`src/rtl/cpu_defs_pkg.sv`:
```
// Shared CPU front-end definitions: fetch FSM states, reset vector and FIFO entry payload.
package cpu_defs_pkg;

   typedef enum logic [1:0] {IDLE, REQ, WAIT, DISCARD} fetch_state_t;

   localparam logic [31:0] RESET_PC = 32'hbfc0_0000;

   typedef struct packed {
      logic [31:0] inst;
      logic [31:0] pc;
   } fetch_entry_t;

endpackage

```
`src/rtl/inst_fetch_ctrl.sv`:
```
// Instruction-fetch sequencer between PC register, I-cache and instruction FIFO.
// Optional FETCH_PERF_CNT_EN adds saturating discard/stall performance counters.
module inst_fetch_ctrl
   import cpu_defs_pkg::*;
#(
   parameter int unsigned ADDR_W        = 32,
   parameter int unsigned FIFO_FREE_MIN = 2
) (
   input  logic              clk,
   input  logic              rst,
   input  logic [ADDR_W-1:0] pc_curr,
   input  logic              redirect,
   input  logic [3:0]        fifo_free,
   output logic              inst_req,
   output logic [ADDR_W-1:0] inst_addr,
   input  logic              inst_addr_ok,
   input  logic              inst_data_ok,
   input  logic [31:0]       inst_rdata0,
   input  logic [31:0]       inst_rdata1,
   output logic              inst_data_ok1,
   output logic              inst_data_ok2,
   output logic              fifo_push0,
   output logic              fifo_push1,
   output logic [31:0]       fifo_inst0,
   output logic [31:0]       fifo_inst1,
   output logic [ADDR_W-1:0] fifo_pc0,
   output logic [ADDR_W-1:0] fifo_pc1
`ifdef FETCH_PERF_CNT_EN
   ,
   output logic [31:0]       perf_discard_cnt,
   output logic [31:0]       perf_stall_cnt
`endif
);

   localparam logic [3:0] FREE_REQ  = 4'(FIFO_FREE_MIN);
   localparam logic [3:0] FREE_NEXT = 4'(FIFO_FREE_MIN + 2);

   fetch_state_t      state_q, state_d;
   logic [ADDR_W-1:0] req_pc_q, req_pc_d;
   logic              deliver_c;

   always_ff @(posedge clk) begin
      if (rst) begin
         state_q  <= IDLE;
         req_pc_q <= '0;
      end else begin
         state_q  <= state_d;
         req_pc_q <= req_pc_d;
      end
   end

   // Redirect wins over addr_ok/data_ok in every state.
   always_comb begin
      state_d   = state_q;
      req_pc_d  = req_pc_q;
      inst_req  = 1'b0;
      deliver_c = 1'b0;
      unique case (state_q)
         IDLE: begin
            if (fifo_free >= FREE_REQ && !redirect) state_d = REQ;
         end
         REQ: begin
            inst_req = !redirect;
            if (redirect) begin
               state_d = IDLE;
            end else if (inst_addr_ok) begin
               state_d  = WAIT;
               req_pc_d = pc_curr;
            end
         end
         WAIT: begin
            if (inst_data_ok) begin
               state_d = IDLE;
               if (!redirect) begin
                  deliver_c = 1'b1;
                  // A dual-word push consumes two slots before the next request.
                  if (fifo_free >= FREE_NEXT) state_d = REQ;
               end
            end else if (redirect) begin
               state_d = DISCARD;
            end
         end
         DISCARD: begin
            if (inst_data_ok) state_d = IDLE;
         end
         default: state_d = IDLE;
      endcase
      if (rst) begin
         inst_req  = 1'b0;
         deliver_c = 1'b0;
      end
   end

   assign inst_addr     = rst ? '0 : {pc_curr[ADDR_W-1:3], 3'b000};
   assign inst_data_ok1 = deliver_c;
   assign fifo_push0    = deliver_c;
   // An odd-word PC only has its own word left in the fetched pair.
   assign inst_data_ok2 = deliver_c & ~req_pc_q[2];
   assign fifo_push1    = deliver_c & ~req_pc_q[2];
   assign fifo_inst0    = deliver_c ? (req_pc_q[2] ? inst_rdata1 : inst_rdata0) : '0;
   assign fifo_inst1    = deliver_c ? inst_rdata1 : '0;
   assign fifo_pc0      = deliver_c ? req_pc_q : '0;
   assign fifo_pc1      = deliver_c ? req_pc_q + ADDR_W'(4) : '0;

`ifdef FETCH_PERF_CNT_EN
   logic drop_c, stall_c;

   assign drop_c  = inst_data_ok &&
                    ((state_q == DISCARD) || (state_q == WAIT && redirect));
   assign stall_c = (state_q == IDLE) && (fifo_free < FREE_REQ);

   // Saturating observation-only counters.
   always_ff @(posedge clk) begin
      if (rst) begin
         perf_discard_cnt <= '0;
         perf_stall_cnt   <= '0;
      end else begin
         if (drop_c && perf_discard_cnt != '1)
            perf_discard_cnt <= perf_discard_cnt + 32'd1;
         if (stall_c && perf_stall_cnt != '1)
            perf_stall_cnt <= perf_stall_cnt + 32'd1;
      end
   end
`else
   // Counters compiled out; the control path is identical either way.
`endif

endmodule

```
`config.mk`:
```
export PLATFORM = sky130hd
export DESIGN_NAME = inst_fetch_ctrl
export DESIGN_NICKNAME = d
export VERILOG_FILES = /design/src/rtl/cpu_defs_pkg.sv /design/src/rtl/inst_fetch_ctrl.sv
export SDC_FILE = /design/constraint.sdc
export NUM_CORES = 1
export LEC_CHECK = 0
export CORE_MARGIN = 2
export CORE_UTILIZATION = 29
export DETAILED_ROUTE_END_ITERATION = 12
export HOLD_SLACK_MARGIN = 0.03
export PLACE_DENSITY = 0.74
export SLEW_MARGIN = 20
export SYNTH_ARGS = -nofsm -noshare
export SYNTH_HDL_FRONTEND = slang
export SYNTH_SLANG_ARGS = --single-unit
```
`constraint.sdc`:
```
create_clock -name clk -period 2.9 [get_ports clk]
set_input_delay 0.87 -clock clk [delete_from_list [all_inputs] [get_ports clk]]
set_output_delay 0.87 -clock clk [all_outputs]
set_load 0.05 [all_outputs]
```
==> reports/summary.txt, run 1 <==
status = finished, violations left
failing checks = negative setup slack
initial antenna violation count = 5
Mapped Area = 3140 µm²
most common cell after layout, fill and taps aside = clkdlybuf4s50_1
Max-Cap Viols = 0
Yosys reg bits = 34
total CTS buffers = 5
fmax = 315 MHz
Slew Limit Fails = 0
DR vias = 4414
minimum clock period after layout = 3.17 ns
clock share of power = 0.246
initial core utilization = 0.301
Clock transition at path regs = 0.06 ns
DRC errors left = 0
Cell Int Power = 901 µW
Reg power frac = 0.375
Yosys cell types = 38
Avg Inst Size Synth = 6.81 µm²
Buffers on Ports = 265
RSZ-0062 raised after global routing = true
largest net degree at the start of global routing = 65
PwrDens = 157 nW/µm²
Routed Antenna Nets = 0
most frequent cells in the layout = 100 x clkdlybuf4s50_1, 90 x buf_12, 74 x nand2_1
worst path required time = 2.03 ns
final hold vios = 0
Longest Clk Path Bufs = 2
switching pwr = 402 µW
Comb pwr share = 0.378
hold_sp = req_pc_q[1]$_SDFFE_PP0P_
Final Wtd Congestion = 0.841
FF-to-FF End = req_pc_q[6]$_SDFFE_PP0P_
Worst Path Max Fanout = 8
DP HPWL = 11900 µm
switching part of the total = 0.309
Register-to-Register Path Depth = 5
number of detailed-route iterations in the first pass = 4
P&R area growth vs syn = 164%
io pins = 270
maximum vdd ir drop = 277 µV
Min Hold Slack = 0.467 ns
worst min path class = flip-flop to flip-flop
drt wl/cell = 18.9 µm
hold path cells = 2
final net count = 846
Final Setup Violations = 132
Tcrit/Tclk final = 1.09
CTS tree = built
share of layout cells above drive strength 1 = 0.500
kind of critical path = primary input to primary output
H-Tree Depth = 2
Reg2Reg Launch Point = state_q[1]$_SDFFE_PP0P_
slew of the pin with the lowest slew margin = 0.633 ns
gr usage total = 0.271
Min-Delay Endpoint = req_pc_q[1]$_SDFFE_PP0P_
headroom to the max-slew limit = 0.578
sequential element share of the synthesized area = 0.217
DR vias/cell = 5.00
core area = 10400 µm²
grt total ovfl = 0
first-pass GRT wire length = 24700 µm
final setup margin = -0.272 ns
final wirelength = 16700 µm
clk_lat worst skew = 0.28 ns
Layout Skew = 0.00540 ns
yosys warns = 0
Fillers = 655
vias in the first global route = 4558
root buffer cell = clkbuf_8
Mapped Cells = 461
Clock Sinks = 34
Crit. Startpoint = inst_data_ok
die area = 11700 µm²
Die Ht = 108 µm
Starting DRT DRC Count = 235
TNS Setup = -27.94 ns
CP startpoint kind = primary input
Crit. End Element = primary output
flop2flop setup slack = 1.51 ns
DIE WIDTH = 108 µm
Crit path arrival time = 2.30 ns
Lkg Pwr = 0.00311 µW
Cell Rows = 37
worst max-delay path by stage:
stage,to,slack [ns],depth (start not counted)
3_5_place_dp,fifo_pc1[26],-0.64,7
5_1_grt,fifo_pc1[19],-0.31,7
3_3_place_gp,fifo_pc1[22],-0.59,7
6_report,fifo_pc1[19],-0.27,7
4_1_cts,fifo_pc1[22],-0.30,7
2_1_floorplan,fifo_pc1[2],-0.30,6
final cells by class:
type | count | area, µm² | area share
multi-input cells | 383 | 2960 | 0.356
flip-flops and latches | 34 | 683 | 0.0824
inverters | 3 | 23.8 | 0.00287
repair buffers | 313 | 4370 | 0.527
well taps | 136 | 170 | 0.0205
clock buffers | 7 | 76.3 | 0.00920
diodes | 6 | 15.0 | 0.00181
cells by family after synthesis:
family	share of synthesized area
AOI/OAI and AO/OA	0.0893
xor gates and xnor gates	0.0307
adders and majority gates	0.00399
buffers and inverters	0.0753
DFF	0.217
muxes	0.134
other	0.00119
and+or+nand+nor	0.448
cell usage after synthesis, drive strengths merged:
cell     instances  area share
nor3             6      0.0096
ha               1      0.0040
or3              6       0.012
nor2b           29       0.058
mux2i           32        0.10
o21ai            8       0.013
nand4            5       0.017
inv              2      0.0024
o21a             1      0.0024
mux2             9       0.032
buf             26       0.051
nor2            56       0.067
nand4bb          1      0.0036
and4             4       0.012
nand2b           1      0.0020
clkinv           1      0.0016
conb             1      0.0012
dfxtp           34        0.22
xnor2            3      0.0084
a21oi           42       0.067
or4              3      0.0072
nor4             4      0.0080
and3             4      0.0080
o31ai            3      0.0072
clkbuf          17       0.020
and2            66        0.13
nor4b            1      0.0028
nand2           75       0.090
xor2             8       0.022
nand3           11       0.018
nor4bb           1      0.0032
routing by layer:
layer,track usage,part of all wire,up-vias
met4,0.141,0.035,0
met1,0.303,0.37,2091
met2,0.488,0.53,198
li1,-,-,2092
met5,0,0,-
met3,0.0512,0.072,33
worst max-delay path, cell delays in order:
cell     delay [ns]
buf_8          0.07
nand2_2        0.04
or4_4          0.64
buf_12         0.20
buf_16         0.16
a21oi_4        0.14
buf_12         0.15
power by group through the flow:
stage | registers [µW] | clock network [µW] | logic [µW]
finish | 489 | 321 | 493
detailed placement | 498 | 0 | 471
global placement | 497 | 0 | 464
CTS | 488 | 329 | 488
floorplan | 497 | 0 | 188
global route | 490 | 349 | 516
metrics by stage:
| stage | power (µW) | setup WS (ns) | util | instance area (µm²) | instances |
|---|---|---|---|---|---|
| 2_1_floorplan | 686 | -0.302 | - | 3570 | 463 |
| 3_3_place_gp | 961 | -0.594 | 0.685 | 7130 | 860 |
| 3_5_place_dp | 968 | -0.640 | 0.685 | 7130 | 860 |
| 4_1_cts | 1300 | -0.300 | 0.782 | 8150 | 876 |
| 5_1_grt | 1360 | -0.314 | 0.796 | 8290 | 882 |
| 6_report | 1300 | -0.272 | 0.796 | 8290 | 882 |
flip-flops by register name, indices dropped and copies added, names as in the netlist:
register / cells
req_pc_q: 32
state_q: 2
timing repair:
item	CTS	global route
gates cloned	6	1
hold endpoints to repair	0	0
pin swaps	31	10
hold buffers	0	0
setup endpoints to repair	132	132
resized for setup	191	31
buffers inserted	3	0
No activity file was read; power rests on OpenSTA's default activity.
==> run 2: changes to the inputs <==
- CAP_MARGIN: default -> 40
- TNS_END_PERCENT: default -> 5
==> run 2 against run 1 <==
The flow still finishes with violations (negative setup slack). Total power rose by 6.5%. Global-route usage fell by 2.1 points. Highest routed layer unchanged. Combinational power fell by 4%. Die area did not move. Utilization fell by 3.5 points. Register-to-register slack barely moved. Non-clock buffer count fell by 2. Via count fell by 3.0%. Clock-buffer cell count did not move. Worst hold slack got worse by 0.0022 ns.
==> reports/summary.txt, run 2 (synthesis results as in run 1) <==
status = finished, violations left (unchanged)
failing checks = negative setup slack (unchanged)
grt total ovfl = 0 (unchanged)
worst slack at placement = -0.654 ns (was -0.640 ns)
placed cell area = 6930 µm² (was 7130 µm²)
Final Wtd Congestion = 0.874 (was 0.841)
Starting DRT DRC Count = 192 (was 235)
most frequent cells in the layout = 100 x clkdlybuf4s50_1, 95 x buf_12, 75 x nand2_1 (was 100 x clkdlybuf4s50_1, 90 x buf_12, 74 x nand2_1)
share of layout cells above drive strength 1 = 0.457 (was 0.500)
DR vias/cell = 4.89 (was 5.00)
Reg2Reg Launch Point = state_q[1]$_SDFFE_PP0P_ (unchanged)
final wirelength = 16000 µm (was 16700 µm)
first-pass GRT wire length = 22900 µm (was 24700 µm)
ANT cells = 0 (was 6)
Post-CTS Hold Fix Bufs = 0 (unchanged)
core area = 10400 µm² (unchanged)
Buffers on Ports = 265 (unchanged)
FF-to-FF End = req_pc_q[31]$_SDFFE_PP0P_ (was req_pc_q[6]$_SDFFE_PP0P_)
crit path buf inv count = 4 (unchanged)
Max-Cap Viols = 0 (unchanged)
slowest stage delay, CP = 0.57 ns (was 0.64 ns)
final net count = 844 (was 846)
Max stage delay cell, worst path = or4_4 (unchanged)
minimum clock period after layout = 3.15 ns (was 3.17 ns)
Cell Rows = 37 (unchanged)
Die Ht = 108 µm (unchanged)
slew of the pin with the lowest slew margin = 0.652 ns (was 0.633 ns)
number of detailed-route iterations in the first pass = 4 (unchanged)
CTS tree = built (unchanged)
biggest regs = req_pc_q: 32 flops, state_q: 2 flops (unchanged)
headroom to the max-slew limit = 0.566 (was 0.578)
Worst path top cell family by delay = buffers and inverters (was simple AND/OR/NAND/NOR gates)
Clock Sinks = 34 (unchanged)
DRC errors left = 0 (unchanged)
max reg flops = 32 (unchanged)
DIE WIDTH = 108 µm (unchanged)
final non-filler cell area = 7930 µm² (was 8290 µm²)
initial antenna violation count = 0 (was 5)
Crit. Startpoint = redirect (was inst_data_ok)
PwrDens = 175 nW/µm² (was 157 nW/µm²)
CP startpoint kind = primary input (unchanged)
die area = 11700 µm² (unchanged)
final hold vios = 0 (unchanged)
Final Setup Violations = 132 (unchanged)
Biggest register = req_pc_q (unchanged)
clk_lat worst skew = 0.28 ns (about the same)
maximum vdd ir drop = 220 µV (was 277 µV)
fmax = 318 MHz (was 315 MHz)
worst min path class = flip-flop to flip-flop (unchanged)
H-Tree Depth = 2 (unchanged)
Register-to-Register Path Depth = 5 (unchanged)
Crit. End Element = primary output (unchanged)
Crit path arrival time = 2.28 ns (was 2.30 ns)
Fillers = 700 (was 655)
drt wl/cell = 18.3 µm (was 18.9 µm)
Worst Path Max Fanout = 5 (was 8)
DP HPWL = 11700 µm (was 11900 µm)
CP cell instances = buf_6 > or4_4 > buf_6 > bufbuf_16 > a21oi_4 > buf_12 (was buf_8 > nand2_2 > or4_4 > buf_12 > buf_16 > a21oi_4 > buf_12)
TNS Setup = -20.71 ns (was -27.94 ns)
Longest Clk Path Bufs = 2 (unchanged)
Lkg Pwr = 0.00302 µW (was 0.00311 µW)
RSZ-0062 raised after global routing = true (unchanged)
vias in the first global route = 4243 (was 4558)
P&R area growth vs syn = 152% (was 164%)
gr usage total = 0.250 (was 0.271)
initial core utilization = 0.301 (unchanged)
Tcrit/Tclk final = 1.08 (was 1.09)
CP Capture Point = fifo_pc1[20] (was fifo_pc1[19])
WP depth = 6 (was 7)
Layout Skew = 0.00805 ns (was 0.00540 ns)
worst path required time = 2.03 ns (about the same)
Most common cell on crit path = buf_6 (was buf_12)
kind of critical path = primary input to primary output (unchanged)
DR vias = 4280 (was 4414)
root buffer cell = clkbuf_8 (unchanged)
final setup margin = -0.246 ns (was -0.272 ns)
Clock transition at path regs = 0.07 ns (was 0.06 ns)
Routed Antenna Nets = 0 (unchanged)
total CTS buffers = 5 (unchanged)
flop2flop setup slack = 1.52 ns (was 1.51 ns)
most common cell after layout, fill and taps aside = clkdlybuf4s50_1 (unchanged)
io pins = 270 (unchanged)
overall power = 1390 µW (was 1300 µW)
Slew Limit Fails = 0 (unchanged)
largest net degree at the start of global routing = 65 (unchanged)
==> run 2: cell types whose count changed in the layout (fill, tap and decap cells not counted), moves of 5 or more <==
cell,previous run,this run
and2_1,3,23
and2_2,32,0
and2_4,31,43
buf_12,90,95
buf_8,47,40
diode_2,6,0
mux2_2,0,7
mux2_4,9,2
nor2_1,1,8
nor2_2,1,41
nor2_4,54,7
==> run 2: stage by stage <==
step,hold slack (ns),cells,utilization
5_1_grt,0.487,875,0.761
6_report,0.464,875,0.761
3_3_place_gp,0.448,855,0.665
3_5_place_dp,0.452,855,0.665
4_1_cts,0.463,871,0.741
2_1_floorplan,0.437,463,-
==> run 2: what timing repair did <==
action | CTS | global route
pin swaps | 18 | 10
gates cloned | 4 | 1
resized for setup | 163 | 45
setup buffers | 4 | 3
endpoints found under the setup margin | 132 | 132
==> run 2: final cells by class <==
type	count	area, µm²	area share
inverters	3	23.8	0.00300
multi-input cells	383	2610	0.329
well taps	136	170	0.0215
clock inverters	1	30.0	0.00379
repair buffers	311	4340	0.547
flip-flops and latches	34	683	0.0862
clock buffers	7	76.3	0.00963
==> run 2: power by group <==
group	switching, µW	leakage [µW]	internal, µW	total, µW
Sequential	12.4	0.000276	477	490
Clock	166	0.0000524	257	423
Combinational	220	0.00269	255	475
==> run 2: worst min-delay path by stage <==
stage | slack (ns) | cells past startpoint | to | startpoint
3_5_place_dp | 0.45 | 2 | req_pc_q[1]$_SDFFE_PP0P_ | req_pc_q[1]$_SDFFE_PP0P_
4_1_cts | 0.46 | 2 | req_pc_q[1]$_SDFFE_PP0P_ | req_pc_q[1]$_SDFFE_PP0P_
6_report | 0.46 | 2 | req_pc_q[0]$_SDFFE_PP0P_ | req_pc_q[0]$_SDFFE_PP0P_
5_1_grt | 0.49 | 2 | req_pc_q[1]$_SDFFE_PP0P_ | req_pc_q[1]$_SDFFE_PP0P_
3_3_place_gp | 0.45 | 2 | req_pc_q[1]$_SDFFE_PP0P_ | req_pc_q[1]$_SDFFE_PP0P_
2_1_floorplan | 0.44 | 2 | req_pc_q[0]$_SDFFE_PP0P_ | req_pc_q[0]$_SDFFE_PP0P_
==> run 2: per-layer routing <==
metal	GRT usage	share of wire	vias up
met5	0	0	-
met4	0.0678	0.026	0
met3	0.0621	0.079	29
met2	0.490	0.55	180
met1	0.261	0.35	2006
li1	-	-	2065
==> run 2: worst min-delay path, delay by kind of cell (launching register included) <==
kind	cells	cell delay (ns)
simple gates	1	0.05
compound gates	1	0.05
flops	1	0.31
